**config.mk**
```make
export PLATFORM = sky130hd
export DESIGN_NAME = add_round_ctrl
export DESIGN_NICKNAME = d
export VERILOG_FILES = /design/src/rtl/add_game_pkg.sv /design/src/rtl/add_cursor_nav.sv /design/src/rtl/add_round_ctrl.sv
export SDC_FILE = /design/constraint.sdc
export NUM_CORES = 1
export LEC_CHECK = 0
export CORE_MARGIN = 2
export CORE_UTILIZATION = 55
export CTS_BUF_LIST = sky130_fd_sc_hd__clkbuf_8
export DETAILED_ROUTE_END_ITERATION = 8
export PLACE_DENSITY = 0.84
export SLEW_MARGIN = 30
export SYNTH_ARGS = -nofsm -noshare
export SYNTH_HDL_FRONTEND = slang
export SYNTH_HIERARCHICAL = 1
export SYNTH_SLANG_ARGS = --single-unit
```
**constraint.sdc**
```tcl
create_clock -name clk -period 8.2 [get_ports clk]
set_input_delay 1.64 -clock clk [delete_from_list [all_inputs] [get_ports clk]]
set_output_delay 1.64 -clock clk [all_outputs]
set_load 0.005 [all_outputs]
```
**src/rtl/add_game_pkg.sv**
```systemverilog
// Shared types and constants for the two-row card-addition game.
package add_game_pkg;

    localparam int NUM_ROWS  = 2;
    localparam int MAX_COLS  = 5;
    localparam int CARD_W    = 4;
    localparam int NUM_CARDS = NUM_ROWS * MAX_COLS;

    localparam int DIR_UP    = 0;
    localparam int DIR_DOWN  = 1;
    localparam int DIR_LEFT  = 2;
    localparam int DIR_RIGHT = 3;

    typedef enum logic [2:0] {
        IDLE,
        PICK1,
        PICK2,
        EVAL,
        CHECK,
        OVER
    } state_t;

    // Cards are decimal digits, so the 5-bit sum never exceeds 18.
    function automatic logic [3:0] digit_sum_mod10(input logic [3:0] a, input logic [3:0] b);
        logic [4:0] sum;
        sum = {1'b0, a} + {1'b0, b};
        return (sum >= 5'd10) ? 4'(sum - 5'd10) : sum[3:0];
    endfunction

endpackage

```
**src/rtl/add_cursor_nav.sv**
```systemverilog
// Cursor over the active cells of the 2-row board, with wrap and direction priority.
module add_cursor_nav #(
    parameter int MAX_COLS = 5
) (
    input  logic       clk,
    input  logic       rst_n,
    input  logic       clear,
    input  logic       enable,
    input  logic [3:0] dir,
    input  logic [2:0] num_cols,
    output logic [3:0] cursor
);
    import add_game_pkg::*;

    localparam logic [3:0] ROW_STRIDE = 4'(MAX_COLS);

    logic       r_row;
    logic [2:0] r_col;
    logic [2:0] w_last_col;

    assign w_last_col = num_cols - 3'd1;

    // With two rows, up and down both toggle the row; left/right walk the linear order.
    always_ff @(posedge clk or negedge rst_n) begin
        if (!rst_n) begin
            r_row <= 1'b0;
            r_col <= 3'd0;
        end else if (clear) begin
            r_row <= 1'b0;
            r_col <= 3'd0;
        end else if (enable) begin
            if (dir[DIR_UP] || dir[DIR_DOWN]) begin
                r_row <= ~r_row;
            end else if (dir[DIR_LEFT]) begin
                if (r_col == 3'd0) begin
                    r_row <= ~r_row;
                    r_col <= w_last_col;
                end else begin
                    r_col <= r_col - 3'd1;
                end
            end else if (dir[DIR_RIGHT]) begin
                if (r_col >= w_last_col) begin
                    r_row <= ~r_row;
                    r_col <= 3'd0;
                end else begin
                    r_col <= r_col + 3'd1;
                end
            end
        end
    end

    assign cursor = r_row ? (ROW_STRIDE + {1'b0, r_col}) : {1'b0, r_col};

endmodule

```
**src/rtl/add_round_ctrl.sv**
```systemverilog
// Round sequencer: board, two-pick selection, (a+b) mod 10 evaluation, score and countdown.
module add_round_ctrl #(
    parameter int TIME_LIMIT = 30,
    parameter int MAX_COLS   = 5
) (
    input  logic                    clk,
    input  logic                    rst_n,
    input  logic                    tick_1hz,
    input  logic                    start,
    input  logic                    confirm,
    input  logic [3:0]              dir,
    input  logic [2:0]              num_cols,
    input  logic [3:0]              target,
    input  logic [2*MAX_COLS*4-1:0] status_in,
    output logic [2*MAX_COLS*4-1:0] status,
    output logic [3:0]              cursor,
    output logic [3:0]              first_idx,
    output logic                    first_valid,
    output logic [3:0]              result,
    output logic                    result_valid,
    output logic                    match,
    output logic [7:0]              score,
    output logic [5:0]              time_left,
    output logic                    game_over
);
    import add_game_pkg::*;

    localparam int         CELLS      = NUM_ROWS * MAX_COLS;
    localparam int         BOARD_W    = CELLS * CARD_W;
    localparam logic [2:0] MAX_COLS_L = 3'(MAX_COLS);
    localparam logic [5:0] TIME_INIT  = 6'(TIME_LIMIT);

    state_t               r_state,        w_state_next;
    logic [BOARD_W-1:0]   r_status,       w_status_next;
    logic [2:0]           r_num_cols,     w_num_cols_next;
    logic [3:0]           r_target,       w_target_next;
    logic [3:0]           r_first_idx,    w_first_idx_next;
    logic [3:0]           r_second_idx,   w_second_idx_next;
    logic                 r_first_valid,  w_first_valid_next;
    logic [3:0]           r_result,       w_result_next;
    logic                 r_result_valid, w_result_valid_next;
    logic                 r_match,        w_match_next;
    logic [7:0]           r_score,        w_score_next;
    logic [5:0]           r_time_left,    w_time_left_next;

    logic [3:0]           w_cursor;
    logic                 w_nav_en;
    logic [2:0]           w_ncols_clamp;
    logic [BOARD_W-1:0]   w_load;
    logic [CARD_W-1:0]    w_cur_card;
    logic [CARD_W-1:0]    w_card_a;
    logic [CARD_W-1:0]    w_card_b;
    logic [3:0]           w_eval_result;
    logic                 w_eval_match;

    assign w_ncols_clamp = (num_cols == 3'd0 || num_cols > MAX_COLS_L) ? MAX_COLS_L : num_cols;

    // Cells in columns beyond the requested width load as consumed.
    for (genvar gi = 0; gi < CELLS; gi++) begin : g_load
        localparam logic [2:0] COL = 3'(gi % MAX_COLS);
        assign w_load[gi*CARD_W +: CARD_W] =
            (COL < w_ncols_clamp) ? status_in[gi*CARD_W +: CARD_W] : '0;
    end

    assign w_nav_en = (r_state == PICK1) || (r_state == PICK2);

    add_cursor_nav #(
        .MAX_COLS (MAX_COLS)
    ) u_nav (
        .clk      (clk),
        .rst_n    (rst_n),
        .clear    (start),
        .enable   (w_nav_en),
        .dir      (dir),
        .num_cols (r_num_cols),
        .cursor   (w_cursor)
    );

    assign w_cur_card    = r_status[{w_cursor, 2'b00} +: CARD_W];
    assign w_card_a      = r_status[{r_first_idx, 2'b00} +: CARD_W];
    assign w_card_b      = r_status[{r_second_idx, 2'b00} +: CARD_W];
    assign w_eval_result = digit_sum_mod10(w_card_a, w_card_b);
    assign w_eval_match  = (w_eval_result == r_target);

    always_ff @(posedge clk or negedge rst_n) begin
        if (!rst_n) begin
            r_state        <= IDLE;
            r_status       <= '0;
            r_num_cols     <= MAX_COLS_L;
            r_target       <= 4'd0;
            r_first_idx    <= 4'd0;
            r_second_idx   <= 4'd0;
            r_first_valid  <= 1'b0;
            r_result       <= 4'd0;
            r_result_valid <= 1'b0;
            r_match        <= 1'b0;
            r_score        <= 8'd0;
            r_time_left    <= 6'd0;
        end else begin
            r_state        <= w_state_next;
            r_status       <= w_status_next;
            r_num_cols     <= w_num_cols_next;
            r_target       <= w_target_next;
            r_first_idx    <= w_first_idx_next;
            r_second_idx   <= w_second_idx_next;
            r_first_valid  <= w_first_valid_next;
            r_result       <= w_result_next;
            r_result_valid <= w_result_valid_next;
            r_match        <= w_match_next;
            r_score        <= w_score_next;
            r_time_left    <= w_time_left_next;
        end
    end

    always_comb begin
        w_state_next        = r_state;
        w_status_next       = r_status;
        w_num_cols_next     = r_num_cols;
        w_target_next       = r_target;
        w_first_idx_next    = r_first_idx;
        w_second_idx_next   = r_second_idx;
        w_first_valid_next  = r_first_valid;
        w_result_next       = r_result;
        w_result_valid_next = 1'b0;
        w_match_next        = 1'b0;
        w_score_next        = r_score;
        w_time_left_next    = r_time_left;

        if (start) begin
            w_state_next       = PICK1;
            w_status_next      = w_load;
            w_num_cols_next    = w_ncols_clamp;
            w_target_next      = target;
            w_time_left_next   = TIME_INIT;
            w_score_next       = 8'd0;
            w_first_valid_next = 1'b0;
        end else begin
            case (r_state)
                PICK1, PICK2: begin
                    if (tick_1hz && r_time_left != 6'd0) begin
                        w_time_left_next = r_time_left - 6'd1;
                    end
                    // An expiring tick takes precedence; any same-cycle confirm is dropped.
                    if (tick_1hz && r_time_left <= 6'd1) begin
                        w_state_next       = OVER;
                        w_first_valid_next = 1'b0;
                    end else if (confirm && w_cur_card != '0) begin
                        if (r_state == PICK1) begin
                            w_first_idx_next   = w_cursor;
                            w_first_valid_next = 1'b1;
                            w_state_next       = PICK2;
                        end else if (w_cursor == r_first_idx) begin
                            w_first_valid_next = 1'b0;
                            w_state_next       = PICK1;
                        end else begin
                            w_second_idx_next  = w_cursor;
                            w_state_next       = EVAL;
                        end
                    end
                end
                EVAL: begin
                    w_result_next       = w_eval_result;
                    w_result_valid_next = 1'b1;
                    w_match_next        = w_eval_match;
                    if (w_eval_match) begin
                        w_status_next[{r_first_idx, 2'b00} +: CARD_W]  = '0;
                        w_status_next[{r_second_idx, 2'b00} +: CARD_W] = '0;
                        w_score_next = (r_score == 8'hFF) ? r_score : r_score + 8'd1;
                    end
                    w_first_valid_next = 1'b0;
                    w_state_next       = CHECK;
                end
                CHECK: begin
                    w_state_next = (r_status == '0) ? OVER : PICK1;
                end
                default: begin
                end
            endcase
        end
    end

    assign status       = r_status;
    assign cursor       = w_cursor;
    assign first_idx    = r_first_idx;
    assign first_valid  = r_first_valid;
    assign result       = r_result;
    assign result_valid = r_result_valid;
    assign match        = r_match;
    assign score        = r_score;
    assign time_left    = r_time_left;
    assign game_over    = (r_state == OVER);

endmodule

```
==> PnR_summary.wiki <==
{| class="wikitable"
! Metric !! Value
|-
| Status || complete, no violations
|-
| Worst-case register-to-register setup slack || 2510 ps
|-
| Drt first pass iters || 5
|-
| Clk root buf || sky130_fd_sc_hd__clkbuf_8
|-
| Post-synthesis area per instance || around 9.5 um2
|-
| Worst-case hold slack || about 520 ps
|-
| Critical register-to-register path endpoint || status[20]$_DFFE_PN0P_
|-
| Final RePlAce weighted congestion || 0.8923
|-
| Total via count in the routed design || roughly 5,300
|-
| Minimum clock period after layout || between 5000 and 6000 ps
|-
| Worst reg2reg path depth || 14
|-
| Maximum number of pins on one net before global-route repair || 84
|-
| Count of nets after finishing || roughly 770
|-
| Layout cells sized above 1 || 0.09857
|-
| Resize count post-CTS || 0
|-
| Via-per-instance ratio || roughly 6.4
|-
| Class of the tightest hold or removal check || register to register
|-
| Overall power after layout || 2.008 mW
|-
| Post-CTS setup buffer count || 0
|-
| Area growth from synthesis to layout || 26.36%
|-
| Synthesized netlist cell count || about 590
|-
| Summed negative setup slack over all endpoints || 0 ps
|-
| Setup repair after global routing missed its margin || no
|-
| Top post-synthesis cells by area || sky130_fd_sc_hd__dfrtp_1 36%, sky130_fd_sc_hd__mux4_2 6.4%, sky130_fd_sc_hd__mux2i_1 5.4%
|-
| TritonCTS buffer count || 9
|-
| Worst Setup End Kind || register
|-
| Part of the Yosys area used for sequential elements || 0.3710
|-
| Startpoint types || register
|-
| Maximum count of clock buffers along a single path || 2
|-
| Io pins || between 100 and 150
|-
| Slew @ Worst Pin || approximately 950 ps
|-
| Number of global-route vias before repair || between 5,000 and 6,000
|-
| Initial antenna violation count || 0
|-
| Combined area of all synthesized cells || about 0.0056 mm2
|-
| Maximum Capacitance Violations || 0
|-
| Final cell area excluding filler cells || between 0.007 and 0.008 mm2
|-
| Maximum fanout along the worst path || 24
|-
| Async S/R FF share, synth || 1.000
|-
| Port Buffers || between 100 and 150
|-
| Cell type with the largest total area after synthesis || sky130_fd_sc_hd__dfrtp_1
|-
| Hold wc startpoint || result[3]$_DFFE_PN0P_
|-
| Flip-flop and latch count after synthesis || a little over 80
|-
| Clock transition at the register clock pins on the worst setup and hold paths after CTS || 90 ps
|-
| Endpoint required time on the critical path || between 8000 and 9000 ps
|-
| Net count after synthesis || ~670
|-
| Maximum operating frequency || 175.7 MHz
|-
| YS warnings || 6
|-
| Crit Reg-Reg Startpoint || r_second_idx[0]$_DFFE_PN0P_
|-
| Number of synthesized flops with an enable pin || 0
|-
| List of cells traversed by the critical path || mux4_2, mux2i_1, o22ai_1, ha_1, fa_1, xor2_1, inv_1, ha_1, or3b_1, a211o_1, and4_1, a211o_1, nor3_1, nor2_1
|-
| Number of nets with antenna violations after routing || 0
|-
| Maximum clock skew at final layout || approximately 14 ps
|-
| Inst Count DP || 817
|-
| Number of fillers in the final layout || 769
|-
| Power density over cell area || 283.5 mW/mm2
|-
| Total overflow reported by the global router || 0
|-
| Synth Flop Type || sky130_fd_sc_hd__dfrtp_1
|-
| Floorplan core area || slightly below 0.01 mm2
|-
| Hold Path Cell Cnt || 1
|-
| Sink of the worst hold path || result[3]$_DFFE_PN0P_
|-
| Unique masters post-synth || 71
|-
| Max stage delay cell, worst path || sky130_fd_sc_hd__dfrtp_1
|-
| Final antenna diode count || 0
|-
| Total Die Area || approximately 0.011 mm2
|-
| Number of endpoints with negative hold slack in the final report || 0
|-
| Max transition margin || 0.3652
|-
| H-Tree Depth || 3
|-
| Total of endpoints with negative setup slack in the final report || 0
|-
| Combined global-route utilization of all metal layers || 0.3033
|-
| Cell leakage power || around 2.8 nW
|-
| Post-route insts no fill || 833
|-
| First-pass GRT wire length || 26.81 mm
|-
| Fraction of synthesized cell area taken by the top area cell type || 0.3616
|-
| Placement Rows || 36
|-
| Overall die height || 105.0 um
|-
| TritonCTS clock tree || built
|-
| Worst stage delay on the critical path || around 980 ps
|-
| Total number of clock tree sinks || 83
|-
| HPWL after detailed placement || 12.12 mm
|-
| Area after detailed placement || between 0.006 and 0.007 mm2
|-
| Startpoint-to-endpoint class of the critical path || register to register
|-
| Number of hold buffers added after CTS || 0
|-
| Post-Route WL || ~16 mm
|-
| Post-route DRC violation count || 0
|-
| Average wire per standard cell || 19.80 um
|-
| Arrival time at the worst endpoint || ~5900 ps
|-
| Later-pin clock latency in the skew report || between 300 and 400 ps
|-
| Final worst-path cycle share || 0.6942
|-
| Die width || 105.0 um
|-
| Max Transition Viols Final || 0
|-
| Number of DRC markers after the initial detailed-route iteration || 502
|-
| Initial Util || 0.5708
|-
| Max rail drop VDD || 175.0 uV
|}
critical path: cells and delay by family, from the launching register on:
kind	cells	cell delay, ps
AND/OR/NAND/NOR	4	1380
buffers and inverters	1	80
multiplexers	2	750
flip-flops	1	980
AO/OA/AOI/OAI	3	1040
adder cells (fa/ha/maj)	3	960
XOR/XNOR	1	340
synth_stat cells, types with 6 or more instances:
cell                       instances
sky130_fd_sc_hd__mux4_2           16
sky130_fd_sc_hd__ha_1             22
sky130_fd_sc_hd__buf_1             8
sky130_fd_sc_hd__mux2i_1          30
sky130_fd_sc_hd__inv_1            20
sky130_fd_sc_hd__clkbuf_1         19
sky130_fd_sc_hd__nand4_1           6
sky130_fd_sc_hd__xor2_1            7
sky130_fd_sc_hd__o211ai_1          7
sky130_fd_sc_hd__nand2_1          73
sky130_fd_sc_hd__a22oi_1           8
sky130_fd_sc_hd__dfrtp_1          81
sky130_fd_sc_hd__nand3_1          12
sky130_fd_sc_hd__nor4_1           13
sky130_fd_sc_hd__nor3_1           11
sky130_fd_sc_hd__nor2b_1           6
sky130_fd_sc_hd__o21ai_0          35
sky130_fd_sc_hd__nor2_1           50
sky130_fd_sc_hd__xnor2_1          13
sky130_fd_sc_hd__nor3b_1           6
sky130_fd_sc_hd__o22ai_1          12
sky130_fd_sc_hd__mux2_2           16
sky130_fd_sc_hd__a21oi_1          18
area by class of cell:
| cell class | count | area [um2] | share of cell area |
|---|---|---|---|
| sequential | 83 | 2081 | 0.2938 |
| clock buffer | 9 | 123.9 | 0.01749 |
| inverter | 20 | 75.07 | 0.01060 |
| multi-input combinational | 454 | 3318 | 0.4685 |
| tap | 133 | 166.4 | 0.02349 |
| timing repair buffer | 127 | 1267 | 0.1789 |
| clock inverter | 7 | 51.30 | 0.007243 |
state kept, by name, indices dropped and copies added, names as in the netlist:
signal	cells
status	40
u_nav/r_col	3
u_nav/r_row	1
match	1
r_num_cols	3
r_target	4
result_valid	1
first_idx	4
first_valid	1
time_left	6
result	4
r_second_idx	4
score	8
r_state	3
worst max-delay path by stage:
| stage | start | endpoint | slack (ps) | cells after the start |
|---|---|---|---|---|
| final | r_second_idx[0]$_DFFE_PN0P_ | status[20]$_DFFE_PN0P_ | 2510 | 14 |
| after global routing | r_second_idx[0]$_DFFE_PN0P_ | status[20]$_DFFE_PN0P_ | 2270 | 14 |
| after CTS | first_idx[0]$_DFFE_PN0P_ | status[20]$_DFFE_PN0P_ | 2540 | 14 |
| after detailed placement | first_idx[0]$_DFFE_PN0P_ | status[21]$_DFFE_PN0P_ | 2610 | 14 |
| after global placement | first_idx[0]$_DFFE_PN0P_ | score[5]$_DFFE_PN0P_ | 2820 | 14 |
| after floorplan | first_idx[0]$_DFFE_PN0P_ | score[7]$_DFFE_PN0P_ | 3090 | 17 |
metrics by stage:
step,worst slack (ps),util
CTS,2543,0.7212
global route,2274,0.7213
detailed placement,2606,0.7034
finish,2507,0.7213
floorplan,3094,-
global placement,2816,0.7030
cell families (layout without fill, tap and decap cells):
| logic type | count (synthesis) | in the layout | share of synthesized area |
|---|---|---|---|
| buffers and inverters | 52 | 163 | 0.03705 |
| adders and majority gates | 23 | 23 | 0.05268 |
| muxes | 62 | 62 | 0.1500 |
| xor gates and xnor gates | 21 | 21 | 0.03549 |
| AOI/OAI and AO/OA | 136 | 136 | 0.1656 |
| and+or+nand+nor | 212 | 212 | 0.1882 |
| DFF | 83 | 83 | 0.3710 |
layout by cell type, fill, tap and decap left out, drive strengths merged, types with 5 or more instances in the layout:
cell / count
nor4: 13
nand4: 6
xnor2: 13
mux4: 16
nand2: 73
nor3b: 6
clkbuf: 9
xor2: 7
nor3: 11
mux2: 16
o21ai: 37
inv: 22
ha: 22
a22oi: 8
or2: 6
nand2b: 5
clkdlybuf4s50: 124
nand3: 12
mux2i: 30
dfrtp: 81
o21a: 5
o211ai: 7
nand3b: 5
a22o: 5
nor2b: 6
o22ai: 12
nor2: 50
a21oi: 19
power breakdown:
group / switching, mW / total [mW] / internal [mW]
Sequential: 0.145 / 0.617 / 0.471
Combinational: 0.560 / 1.12 / 0.556
Clock: 0.163 / 0.274 / 0.112
per-layer routing:
| metal | up-vias | track usage | wire length (um) |
|---|---|---|---|
| met5 | - | 0 | 0 |
| met1 | 2589 | 0.4108 | 6637 |
| met2 | 290 | 0.4852 | 7972 |
| li1 | 2404 | - | - |
| met3 | 53 | 0.06425 | 1383 |
| met4 | 0 | 0.1029 | 498 |
Power figures use the tool's default switching activity.
